## config.mk

```make
export PLATFORM = sky130hd
export DESIGN_NAME = alu_exec_unit
export DESIGN_NICKNAME = d
export VERILOG_FILES = /design/src/rtl/alu_exec_unit.sv
export SDC_FILE = /design/constraint.sdc
export NUM_CORES = 1
export LEC_CHECK = 0
export ABC_CLOCK_PERIOD_IN_PS = 5150
export BUFFER_PORTS_ARGS = -buffer_cell sky130_fd_sc_hd__buf_2
export CAP_MARGIN = 25
export CORE_MARGIN = 4
export CORE_UTILIZATION = 60
export CTS_CLUSTER_DIAMETER = 200
export DETAILED_ROUTE_END_ITERATION = 7
export PLACE_DENSITY_LB_ADDON = 0.15
export SYNTH_ARGS = -nofsm -noshare
export SYNTH_HDL_FRONTEND = slang
export SYNTH_SLANG_ARGS = --single-unit
```

## constraint.sdc

```tcl
create_clock -name clk -period 5.15 [get_ports clk]
set_clock_uncertainty 0.15 [all_clocks]
set_input_delay 1.03 -clock clk [delete_from_list [all_inputs] [get_ports clk]]
set_output_delay 1.03 -clock clk [all_outputs]
set_load 0.005 [all_outputs]
```

## src/rtl/alu_exec_unit.sv

```systemverilog
// Execute-stage ALU with valid/ready handshakes on both sides and registered result/flags.
// Optional iterative SLL/SRL (codes 110/111) is built only when ALU_SERIAL_SHIFT_EN is defined.
module alu_exec_unit #(
    parameter int WIDTH = 32
) (
    input  logic             clk,
    input  logic             rst,
    input  logic             in_valid,
    output logic             in_ready,
    input  logic [2:0]       ALUControl,
    input  logic [WIDTH-1:0] A,
    input  logic [WIDTH-1:0] B,
    output logic             out_valid,
    input  logic             out_ready,
    output logic [WIDTH-1:0] Result,
    output logic             Zero,
    output logic             Negative,
    output logic             Carry,
    output logic             Overflow,
    output logic             Illegal
);

    localparam int SW = $clog2(WIDTH);

    typedef enum logic [1:0] {
        IDLE = 2'b00,
        BUSY = 2'b01,
        DONE = 2'b10
    } state_t;

    state_t           state_q, state_d;
    logic [WIDTH-1:0] result_q, result_d;
    logic             zero_q, zero_d;
    logic             neg_q, neg_d;
    logic             carry_q, carry_d;
    logic             ovf_q, ovf_d;
    logic             ill_q, ill_d;

    logic             accept;
    logic [WIDTH:0]   sum_w;
    logic [WIDTH:0]   diff_w;
    logic             add_ovf;
    logic             sub_ovf;

    logic [WIDTH-1:0] exec_res;
    logic             exec_c;
    logic             exec_v;
    logic             exec_ill;
    logic             exec_shift;

    logic             load;
    logic [WIDTH-1:0] load_res;
    logic             load_c;
    logic             load_v;
    logic             load_ill;

    assign in_ready  = (state_q == IDLE) | ((state_q == DONE) & out_ready);
    assign accept    = in_valid & in_ready;
    assign out_valid = (state_q == DONE);

    assign Result   = result_q;
    assign Zero     = zero_q;
    assign Negative = neg_q;
    assign Carry    = carry_q;
    assign Overflow = ovf_q;
    assign Illegal  = ill_q;

    // Subtraction as A + ~B + 1 so the top bit is the "no borrow" carry.
    assign sum_w   = {1'b0, A} + {1'b0, B};
    assign diff_w  = {1'b0, A} + {1'b0, ~B} + {{WIDTH{1'b0}}, 1'b1};
    assign add_ovf = (A[WIDTH-1] == B[WIDTH-1]) & (sum_w[WIDTH-1] != A[WIDTH-1]);
    assign sub_ovf = (A[WIDTH-1] != B[WIDTH-1]) & (diff_w[WIDTH-1] != A[WIDTH-1]);

`ifdef ALU_SERIAL_SHIFT_EN
    logic [SW-1:0]    shamt;
    logic [WIDTH-1:0] shift_q, shift_d;
    logic [SW-1:0]    cnt_q, cnt_d;
    logic             dir_q, dir_d;
    logic [WIDTH-1:0] shift_step;
    logic             shift_last;

    assign shamt      = B[SW-1:0];
    assign shift_step = dir_q ? (shift_q >> 1) : (shift_q << 1);
    assign shift_last = (state_q == BUSY) && (cnt_q == SW'(1));
`endif

    // One-cycle operations; reserved codes fall through to the default arm.
    always_comb begin
        exec_res   = '0;
        exec_c     = 1'b0;
        exec_v     = 1'b0;
        exec_ill   = 1'b0;
        exec_shift = 1'b0;
        case (ALUControl)
            3'b000: begin
                exec_res = sum_w[WIDTH-1:0];
                exec_c   = sum_w[WIDTH];
                exec_v   = add_ovf;
            end
            3'b001: begin
                exec_res = diff_w[WIDTH-1:0];
                exec_c   = diff_w[WIDTH];
                exec_v   = sub_ovf;
            end
            3'b010: exec_res = A & B;
            3'b011: exec_res = A | B;
            3'b101: exec_res = {{(WIDTH-1){1'b0}}, diff_w[WIDTH-1] ^ sub_ovf};
`ifdef ALU_SERIAL_SHIFT_EN
            3'b110, 3'b111: begin
                if (shamt == '0) begin
                    exec_res = A;
                end else begin
                    exec_shift = 1'b1;
                end
            end
`endif
            default: exec_ill = 1'b1;
        endcase
    end

    always_comb begin
        state_d  = state_q;
        result_d = result_q;
        zero_d   = zero_q;
        neg_d    = neg_q;
        carry_d  = carry_q;
        ovf_d    = ovf_q;
        ill_d    = ill_q;
        load     = 1'b0;
        load_res = exec_res;
        load_c   = exec_c;
        load_v   = exec_v;
        load_ill = exec_ill;
        case (state_q)
            IDLE, DONE: begin
                if (accept) begin
                    if (exec_shift) begin
                        state_d = BUSY;
                    end else begin
                        state_d = DONE;
                        load    = 1'b1;
                    end
                end else if ((state_q == DONE) && out_ready) begin
                    state_d = IDLE;
                end
            end
`ifdef ALU_SERIAL_SHIFT_EN
            BUSY: begin
                if (shift_last) begin
                    state_d  = DONE;
                    load     = 1'b1;
                    load_res = shift_step;
                    load_c   = 1'b0;
                    load_v   = 1'b0;
                    load_ill = 1'b0;
                end
            end
`endif
            default: state_d = IDLE;
        endcase
        // Zero/Negative always derive from the value actually registered.
        if (load) begin
            result_d = load_res;
            zero_d   = (load_res == '0);
            neg_d    = load_res[WIDTH-1];
            carry_d  = load_c;
            ovf_d    = load_v;
            ill_d    = load_ill;
        end
    end

    always_ff @(posedge clk or negedge rst) begin
        if (!rst) begin
            state_q  <= IDLE;
            result_q <= '0;
            zero_q   <= 1'b0;
            neg_q    <= 1'b0;
            carry_q  <= 1'b0;
            ovf_q    <= 1'b0;
            ill_q    <= 1'b0;
        end else begin
            state_q  <= state_d;
            result_q <= result_d;
            zero_q   <= zero_d;
            neg_q    <= neg_d;
            carry_q  <= carry_d;
            ovf_q    <= ovf_d;
            ill_q    <= ill_d;
        end
    end

`ifdef ALU_SERIAL_SHIFT_EN
    // Working copy of the operand shifts one place per BUSY cycle.
    always_comb begin
        shift_d = shift_q;
        cnt_d   = cnt_q;
        dir_d   = dir_q;
        if (accept && exec_shift) begin
            shift_d = A;
            cnt_d   = shamt;
            dir_d   = ALUControl[0];
        end else if (state_q == BUSY) begin
            shift_d = shift_step;
            cnt_d   = cnt_q - SW'(1);
        end
    end

    always_ff @(posedge clk or negedge rst) begin
        if (!rst) begin
            shift_q <= '0;
            cnt_q   <= '0;
            dir_q   <= 1'b0;
        end else begin
            shift_q <= shift_d;
            cnt_q   <= cnt_d;
            dir_q   <= dir_d;
        end
    end
`endif

endmodule
```

==> metrics.md, run 1 <==
| Metric | Value |
|---|---|
| Outcome | finished clean |
| Avg Inst Size Synth | roughly 7.3 µm² |
| Global-route wire length before repair | ~34,000 µm |
| Die Height | between 100 and 150 µm |
| Final period util | between 90% and 100% |
| Flop pwr share | between 20% and 30% |
| Worst Hold Depth | 2 |
| Final Util | slightly below 70% |
| RR Endpoint | Zero |
| Design area | between 7000 and 8000 µm² |
| CP Launch Type | primary input |
| Post-route DRC | 0 |
| Metal-1 WL | ~9200 µm |
| CP Max Fanout | 6 |
| Ys async rst share | 100% |
| Worst Max-Slew Pin Slew | 878 ps |
| Fraction of layout cells with a size suffix above 1 | 18.4% |
| R2r setup slk | 2250 ps |
| Antenna diode count | 0 |
| P&R area growth vs syn | 13.2% |
| Setup Slack @ Placement | -198 ps |
| Commonest non-fill, non-tap cell in the layout | buf_2 |
| Slew HR | between 40% and 50% |
| Hold path startpoint | Result[22] |
| Switching power of the nets | between 0.5 and 0.6 mW |
| Met2 routed WL | ~9300 µm |
| Top layer in use | met4 |
| Min-delay worst type | flop to flop |
| Core area | 10,800 µm² |
| Full die area | between 10,000 and 15,000 µm² |
| CTS tree | done |
| Leakage power | 3.69 nW |
| DP Area | ~7400 µm² |
| Warnings, synthesis | 0 |
| Hold buffer count at cts | 0 |
| PwrDens | approximately 170 nW/µm² |
| Post-CTS Setup Inserts | 0 |
| Synth cell types | 85 |
| Maximum number of pins on one net before global-route repair | 56 |
| Hold WS | approximately 320 ps |
| Clk pwr share | between 10% and 20% |
| DR vias | a little over 7,000 |
| Worst Hold End | Result[22] |
| H-tree Lvls | 2 |
| Drt initial violations | about 740 |
| PortBufs | about 110 |
| Routed Wire Length | ~21,000 µm |
| Cells after synthesis | 914 |
| Routability cong. | slightly below 1 |
| Seq/Total Area, Yosys | 14.0% |
| Number of synthesized flops with an enable pin | 0 |
| Worst reg2reg startpoint | state_q[1] |
| Nets | between 1,000 and 1,500 |
| Slew Viols, Final | 0 |
| TritonRoute pass-1 iters | 7 |
| Final Hold Viols | 0 |
| Post-Layout Cell Count | 1,153 |
| P_int | between 0.7 and 0.8 mW |
| Wire length per cell | between 15 and 20 µm |
| Global Route Usage Sum | about a third |
| Post-Place Cells | roughly 1,100 |
| Met3 wire length | between 2000 and 2500 µm |
| Vias in the first global route | 6,744 |
| Top-Level Pins | 110 |
| Switching share of power | between 40% and 50% |
| Combinational share of power | 57.6% |
| Crit path DAT | between 4000 and 5000 ps |
| Critical path required time | ~5200 ps |
| Clock Pin Slew Worst Setup and Hold Paths | approximately 70 ps |
| Fmax | about 210 MHz |
| Clk Latency, worst-skew pair | approximately 300 ps |
| Antenna violations before repair | 0 |
| Crit Path Category | primary input to flop |
| CTS buffer count | 5 |
| FP Rows | 38 |
| Clk buf depth | 2 |
| DP HPWL | between 15,000 and 20,000 µm |
| Gr ovfl total | 0 |
| Post-route setup slack | between 200 and 300 ps |
| Mapped Area | ~6600 µm² |
| Initial core utilization | between 60 and 70% |
| #FFs+latches synth | 37 |
| Setup TNS | 0 ps |
| Syn_nets | 1,089 |
| CTS Root Cell | clkbuf_8 |
| Sink Count | 37 |
| Drt via density | 6.30 |
| Worst R2R Path Depth | 10 |
| Post-route minimum period | 4880 ps |
| Maxcap violations | 0 |
| Maximum VDD drop | 0.175 mV |
| Die X | 113 µm |
| Routed Antenna Nets | 0 |
| Predominant post-synthesis flop cell | dfrtp_1 |
| Worst setup EP type | flop |
| Most frequent cells in the layout | buf_2, inv_1, ha_1 |
| Final setup vio count | 0 |
| Pwr Total | roughly 1.3 mW |
power by group through the flow:
stage / clock network [mW] / registers (mW) / logic [mW]
floorplan: 0 / 0.357 / 0.470
global placement: 0 / 0.357 / 0.714
detailed placement: 0 / 0.359 / 0.720
CTS: 0.192 / 0.353 / 0.724
global route: 0.204 / 0.358 / 0.815
finish: 0.193 / 0.354 / 0.742
flip-flops by register name, indices dropped and copies added (netlist names):
signal,count
Overflow,1
Zero,1
Illegal,1
state_q,1
Carry,1
Result,32
critical path, stage by stage:
cell and delay [ps]:
buf_2 110, inv_1 50, ha_1 370, nor2_1 180
a211oi_1 130, a211oi_2 290, o211ai_1 140, and2_1 220
o311ai_2 320, o221ai_2 180, o21bai_1 150, a21oi_1 100
fa_1 390, nand2_1 70, a21oi_1 80, nor3_2 180
and4b_1 220, nand4bb_1 120, nor4_2 320, nand4_1 130
o21ai_1 160
synth_stat cells, types with 7 or more instances:
cell type | n | area (µm²)
ha_1 | 101 | 1260
inv_1 | 100 | 375
nand2_1 | 80 | 300
a21oi_1 | 78 | 390
nor2_1 | 71 | 267
o21ai_0 | 56 | 280
dfrtp_1 | 37 | 926
clkbuf_1 | 32 | 120
nor3_1 | 24 | 120
buf_2 | 16 | 80.1
nand4_1 | 16 | 100
a211oi_1 | 15 | 113
nand2b_1 | 15 | 93.8
o211ai_1 | 15 | 113
nand3_1 | 14 | 70.1
o31ai_1 | 14 | 105
xnor2_1 | 14 | 123
a31oi_1 | 13 | 81.3
a22o_1 | 12 | 105
a21o_1 | 11 | 82.6
o21bai_1 | 10 | 75.1
or3_1 | 10 | 62.6
nor2b_1 | 9 | 56.3
o21a_1 | 9 | 67.6
nor4_1 | 8 | 50.1
and2_1 | 7 | 43.8
o22ai_1 | 7 | 43.8
o311ai_0 | 7 | 61.3
final cells by class:
cell class / count / area, µm²
clock buffers: 5 / 68.8
clock inverters: 1 / 5.00
fillers: 989 / 3330
inverters: 101 / 379
multi-input cells: 721 / 5120
flip-flops and latches: 37 / 926
well taps: 140 / 175
repair buffers: 148 / 838
how the worst max path moves through the flow:
stage                     from   end  slack [ps]  cells after the start
after floorplan           B[1]  Zero         480                     20
after global placement    A[1]  Zero         110                     21
after detailed placement  A[1]  Zero        -200                     21
after CTS                 B[2]  Zero          70                     21
after global routing      B[1]  Zero         -10                     21
final                     A[6]  Zero         270                     21
logic make-up (layout without fill, tap and decap cells):
| group | after synthesis | after routing | synth area share [%] |
|---|---|---|---|
| fa+ha+maj | 104 | 104 | 19.9 |
| xor+xnor | 19 | 19 | 2.51 |
| mux | 11 | 11 | 1.92 |
| simple gates | 279 | 279 | 20.8 |
| buf+inv | 156 | 255 | 9.35 |
| compound gates | 308 | 308 | 31.5 |
| flops | 37 | 37 | 14.0 |
metal layers:
| layer | vias to the layer above | track usage, % |
|---|---|---|
| li1 | 3468 | - |
| met4 | 0 | 8.89 |
| met5 | - | 0 |
| met3 | 45 | 4.87 |
| met2 | 372 | 51.5 |
| met1 | 3376 | 45.0 |
what timing repair did:
item / CTS / global route
hold endpoints to repair: 0 / 0
gates resized for setup: 0 / 8
endpoints found under the setup margin: 0 / 1
Note: power is estimated with default switching activity, not from simulation.
==> inputs of run 2 (changes only) <==
Settings changed: CELL_PAD_IN_SITES_DETAIL_PLACEMENT set to 0, CELL_PAD_IN_SITES_GLOBAL_PLACEMENT set to 2, CORE_UTILIZATION 60 to 36.
==> run 2 against run 1 <==
Compared with the run above: non-clock buffer count rose by 23; die area rose by 61%; cell count rose by 9.9%; worst hold slack barely moved; final area rose by 4.8%; maximum frequency rose by 1.0%; count of clock-buffer cells in the layout did not move; routed wire length rose by 12%; sequential share of layout area fell by 0.57 points; combinational power rose by 4.4%; sequential cell count did not move; sequential power barely moved.
==> metrics.md, run 2 (same netlist as run 1, synthesis figures left out) <==
| Metric | Value |
|---|---|
| Outcome | finished clean |
| TritonRoute pass-1 iters | 5 |
| Fmax | between 200 and 250 MHz |
| CP Max Fanout | 4 |
| Core area | between 15,000 and 20,000 µm² |
| CP Launch Type | primary input |
| Routed Antenna Nets | 0 |
| Antenna violations before repair | 0 |
| Sink Count | 37 |
| Max reg flops | 32 |
| Leakage power | 3.83 nW |
| Worst setup EP type | flop |
| Worst Hold Depth | 2 |
| CP delay by family, top | compound AO/OA/AOI/OAI gates |
| P&R area growth vs syn | 18.7% |
| DP HPWL | 19,100 µm |
| Global Route Usage Sum | ~22% |
| Commonest non-fill, non-tap cell in the layout | buf_2 |
| Hold WS | 323 ps |
| RSZ-0062 raised after global routing | no |
| Crit Path Category | primary input to flop |
| Maximum number of pins on one net before global-route repair | 41 |
| Met1 usage | between 30% and 40% |
| PwrDens | about 180 nW/µm² |
| Final Hold Viols | 0 |
| Slew Viols, Final | 0 |
| Min-delay worst type | flop to flop |
| Clk Latency, worst-skew pair | about 280 ps |
| DR vias | between 7,000 and 8,000 |
| Final setup vio count | 0 |
| Critical path required time | 5210 ps |
| CP most frequent cell | a21oi_1 |
| Worst Max-Slew Pin Slew | 897 ps |
| Post-route minimum period | roughly 4800 ps |
| Routability cong. | ~0.9 |
| Worst Hold End | Result[25] |
| Wire length per cell | approximately 18 µm |
| CTS tree | done |
| Maximum VDD drop | ~0.23 mV |
| Crit path buffers/inverters | 2 |
| CP max-delay cell | fa_1 |
| RR Endpoint | Zero |
| Vias in the first global route | between 6,000 and 7,000 |
| Die Height | ~140 µm |
| Most frequent cells in the layout | buf_2, ha_1, inv_1 |
| Met2 Usage GRT | about a third |
| Final period util | 93.7% |
| Die X | 144 µm |
| Hold path startpoint | Result[25] |
| CP max stage delay | around 390 ps |
| Initial core utilization | 36.8% |
| GRT Max-Usage Layer | met1 |
| Antenna diode count | 0 |
| CTS Root Cell | clkbuf_16 |
| Worst R2R Path Depth | 10 |
| Gr ovfl total | 0 |
| Nets | 1,212 |
| Full die area | 20,700 µm² |
| M3 GR Usage | approximately 1.5% |
| FP Rows | 49 |
| Drt via density | 5.59 |
| H-tree Lvls | 2 |
| Top-Level Pins | 110 |
| Post-route setup slack | around 320 ps |
| Post-route DRC | 0 |
| Global-route wire length before repair | between 30,000 and 40,000 µm |
| Maxcap violations | 0 |
| Setup TNS | 0 ps |
| Routed Wire Length | 23,400 µm |
| R2r setup slk | around 2200 ps |
| Fraction of layout cells with a size suffix above 1 | between 20% and 30% |
| Clk buf depth | 2 |
| Setup Slack @ Placement | -436 ps |
| CTS buffer count | 5 |
| Crit path DAT | approximately 4900 ps |
| PortBufs | 109 |
| Slew HR | around 40% |
| Worst reg2reg startpoint | state_q[1] |
| Clock Pin Slew Worst Setup and Hold Paths | ~60 ps |
| Drt initial violations | ~550 |
| Worst-path cell chain | buf_2, inv_1, ha_1, nor2_2, a211oi_1, a211oi_2, o211ai_1, and2_1, o311ai_2, o221ai_1, o21bai_1, a21oi_1, fa_1, nand2_1, a21oi_1, nor3_2, and4b_1, nand4bb_1, nor4_2, nand4_1, o21ai_1 |
==> run 2: changes by cell type in the layout (fill, tap and decap cells not counted), moves of 2 or more <==
cell,before,now
buf_4,39,62
clkbuf_16,0,5
clkbuf_8,5,0
nor2_1,71,69
==> run 2: power breakdown <==
group	switching (mW)	total, mW	internal [mW]
combinational	0.459	0.775	0.316
clock	0.122	0.299	0.177
sequential	0.0240	0.353	0.329
total	0.605	1.43	0.823
==> run 2: metal layers <==
| metal | part of all wire [%] | up-vias |
|---|---|---|
| met3 | 4.9 | 12 |
| met1 | 52 | 3322 |
| li1 | - | 3524 |
| met4 | 0.55 | 0 |
| met2 | 43 | 220 |
| met5 | 0 | - |
==> run 2: repair_timing <==
| item | 4_1_cts | 5_1_grt |
|---|---|---|
| pin swaps | 1 | 3 |
| hold buffers | 0 | 0 |
| setup endpoints to repair | 1 | 1 |
| resized for setup | 2 | 8 |
| buffers inserted | 1 | 0 |
==> run 2: how the worst max path moves through the flow <==
stage | end | cells past startpoint | start | slack, ps
finish | Zero | 21 | B[6] | 320
global route | Zero | 21 | B[6] | 10
CTS | Zero | 21 | A[1] | 50
detailed placement | Zero | 21 | A[1] | -440
global placement | Zero | 21 | A[1] | -70
floorplan | Zero | 20 | B[1] | 480
==> run 2: final cells by class <==
cell class / instances / area [µm²]
multi-input cells: 721 / 5130
clock inverters: 3 / 17.5
fillers: 1971 / 10100
flip-flops and latches: 37 / 926
inverters: 101 / 379
clock buffers: 5 / 125
repair buffers: 171 / 1010
well taps: 229 / 287
==> run 2: per-stage QoR <==
step	utilization [%]	power, mW	area (µm²)	cells
after detailed placement	42.6	1.12	7690	1258
after global placement	42.6	1.12	7690	1258
after floorplan	-	0.827	6640	914
after global routing	43.7	1.53	7880	1267
after CTS	43.5	1.43	7840	1267
final	43.7	1.43	7880	1267
==> run 2: worst register-to-register path, cell delays in order (launching register included) <==
cell and delay [ps]:
dfrtp_1 370, nand2b_1 120, and2_1 550, o21ai_0 230, a311o_1 410, nor3_2 140
and4b_1 220, nand4bb_1 130, nor4_2 300, nand4_1 120, o21ai_1 140
==> inputs of run 3 (changes only) <==
Settings changed: CORE_ASPECT_RATIO set to 1.75.
==> run 3 against run 2 <==
Compared with the run above: largest power group unchanged; global-route usage grew 1.6 points; sequential share of layout area shrank 0.27 points; cell count grew 2.1%; via count grew 4.1%.
==> metrics.md, run 3 (same netlist as run 1, synthesis figures left out) <==
| Metric | Value |
|---|---|
| Design area | around 8100 µm² |
| Crit path DAT | 4870 ps |
| CTS buffer count | 5 |
| Worst Max-Slew Pin Slew | 933 ps |
| CP Launch Type | primary input |
| Final Hold Viols | 0 |
| Maxcap violations | 0 |
| Final setup vio count | 0 |
| Vias in the first global route | 7,499 |
| Routability cong. | approximately 0.90 |
| Drt initial violations | between 300 and 400 |
| Most frequent cells in the layout | buf_2, ha_1, inv_1 |
| Global-route wire length before repair | 39,600 µm |
| Initial core utilization | 36.8% |
| Post-route setup slack | 338 ps |
| Gr ovfl total | 0 |
| DR vias | 7,368 |
| CTS Root Cell | clkbuf_16 |
| Setup TNS | 0 ps |
| Final period util | a little over 90% |
| Critical path required time | 5210 ps |
| PwrDens | ~190 nW/µm² |
| Slew Viols, Final | 0 |
| Antenna diode count | 0 |
| P&R area growth vs syn | 21.4% |
| Drt via density | ~5.7 |
| Crit Path Category | primary input to flop |
| Min-delay worst type | flop to flop |
| CTS tree | done |
| Commonest non-fill, non-tap cell in the layout | buf_2 |
| Routed Antenna Nets | 0 |
| Wire length per cell | a little under 20 µm |
| Nets | about 1,200 |
| Die X | between 100 and 150 µm |
| Hold WS | 330 ps |
| FP Rows | between 60 and 70 |
| TritonRoute pass-1 iters | 5 |
| Sink Count | 37 |
| Clk Latency, worst-skew pair | approximately 280 ps |
| Layout fillers | roughly 2,000 |
| Clock Pin Slew Worst Setup and Hold Paths | roughly 60 ps |
| Slew HR | ~38% |
| Hold buffer count at cts | 0 |
| CP Max Fanout | 3 |
| PortBufs | roughly 110 |
| Maximum VDD drop | around 0.12 mV |
| Die Height | ~190 µm |
| Post-route minimum period | just under 5000 ps |
| Routed Wire Length | 25,500 µm |
| Clk buf depth | 2 |
| Max reg flops | 32 |
| Antenna violations before repair | 0 |
| Global Route Usage Sum | a little under a quarter |
| Outcome | finished clean |
| Top-Level Pins | 110 |
| Fraction of layout cells with a size suffix above 1 | approximately 22% |
| Core area | between 15,000 and 20,000 µm² |
| DP HPWL | roughly 21,000 µm |
| Full die area | 20,800 µm² |
| Setup Slack @ Placement | -186 ps |
| Fmax | 208 MHz |
| Worst setup EP type | flop |
| Leakage power | ~4.0 nW |
| H-tree Lvls | 2 |
| Maximum number of pins on one net before global-route repair | 40 |
| DP Area | about 7900 µm² |
| Post-route DRC | 0 |
## run 3: through the flow
stage               power [mW]  std cells  util (%)
global route              1.60       1294      44.6
CTS                       1.50       1293      44.5
floorplan                0.827        914         -
finish                    1.51       1294      44.6
global placement          1.15       1285      43.5
detailed placement        1.15       1285      43.5
## run 3: timing repair
action | 4_1_cts | 5_1_grt
buffers inserted | 0 | 1
endpoints found under the setup margin | 0 | 1
resized for setup | 0 | 5
## run 3: power breakdown
| part | internal (mW) | total, mW | switching, mW |
|---|---|---|---|
| combinational | 0.327 | 0.799 | 0.471 |
| clock | 0.229 | 0.352 | 0.123 |
| sequential | 0.329 | 0.356 | 0.0268 |
| total | 0.886 | 1.51 | 0.621 |
## run 3: worst max-delay path, cell delays in order
cell and delay, ps:
buf_2 90, inv_1 40, ha_1 290, nor2_1 170, o311ai_0 130, buf_4 180, a211oi_2 240, o211ai_1 140
and2_1 220, o311ai_2 320, o221ai_2 170, o21bai_1 150, a21oi_1 100, fa_1 410, nand2_1 80, a21oi_1 70
nor3_1 160, and4b_1 200, nand4bb_1 120, nor4_2 300, nand4_1 120, o21ai_1 150
## run 3: routing by layer
| layer | GRT usage (%) | vias up | share of wire, % |
|---|---|---|---|
| met1 | 24.1 | 3514 | 36 |
| met3 | 1.55 | 64 | 3.4 |
| met5 | 0 | - | 0 |
| met4 | 11.3 | 0 | 5.2 |
| met2 | 47.6 | 217 | 56 |
| li1 | - | 3573 | - |
## run 3: path summary, 6_finish.rpt
path | endpoint | startpoint | slack, ps | depth (start not counted)
worst max-delay path | Zero | A[1] | 340 | 22
worst min-delay path | Result[23] | Result[23] | 330 | 2
worst max register to register | Zero | state_q[1] | 2370 | 10
worst min register to register | Result[23] | Result[23] | 330 | 2
max in group asynchronous | Result[24] | rst | 3600 | 1
min in group asynchronous | Result[29] | rst | 710 | 1
## run 3: area by class of cell
class	instances	area, µm²	area share, %
multi-input cells	721	5120	63.5
repair buffers	193	1180	14.6
flip-flops and latches	37	926	11.5
inverters	101	379	4.70
well taps	234	293	3.63
clock buffers	6	129	1.60
clock inverters	2	38.8	0.481
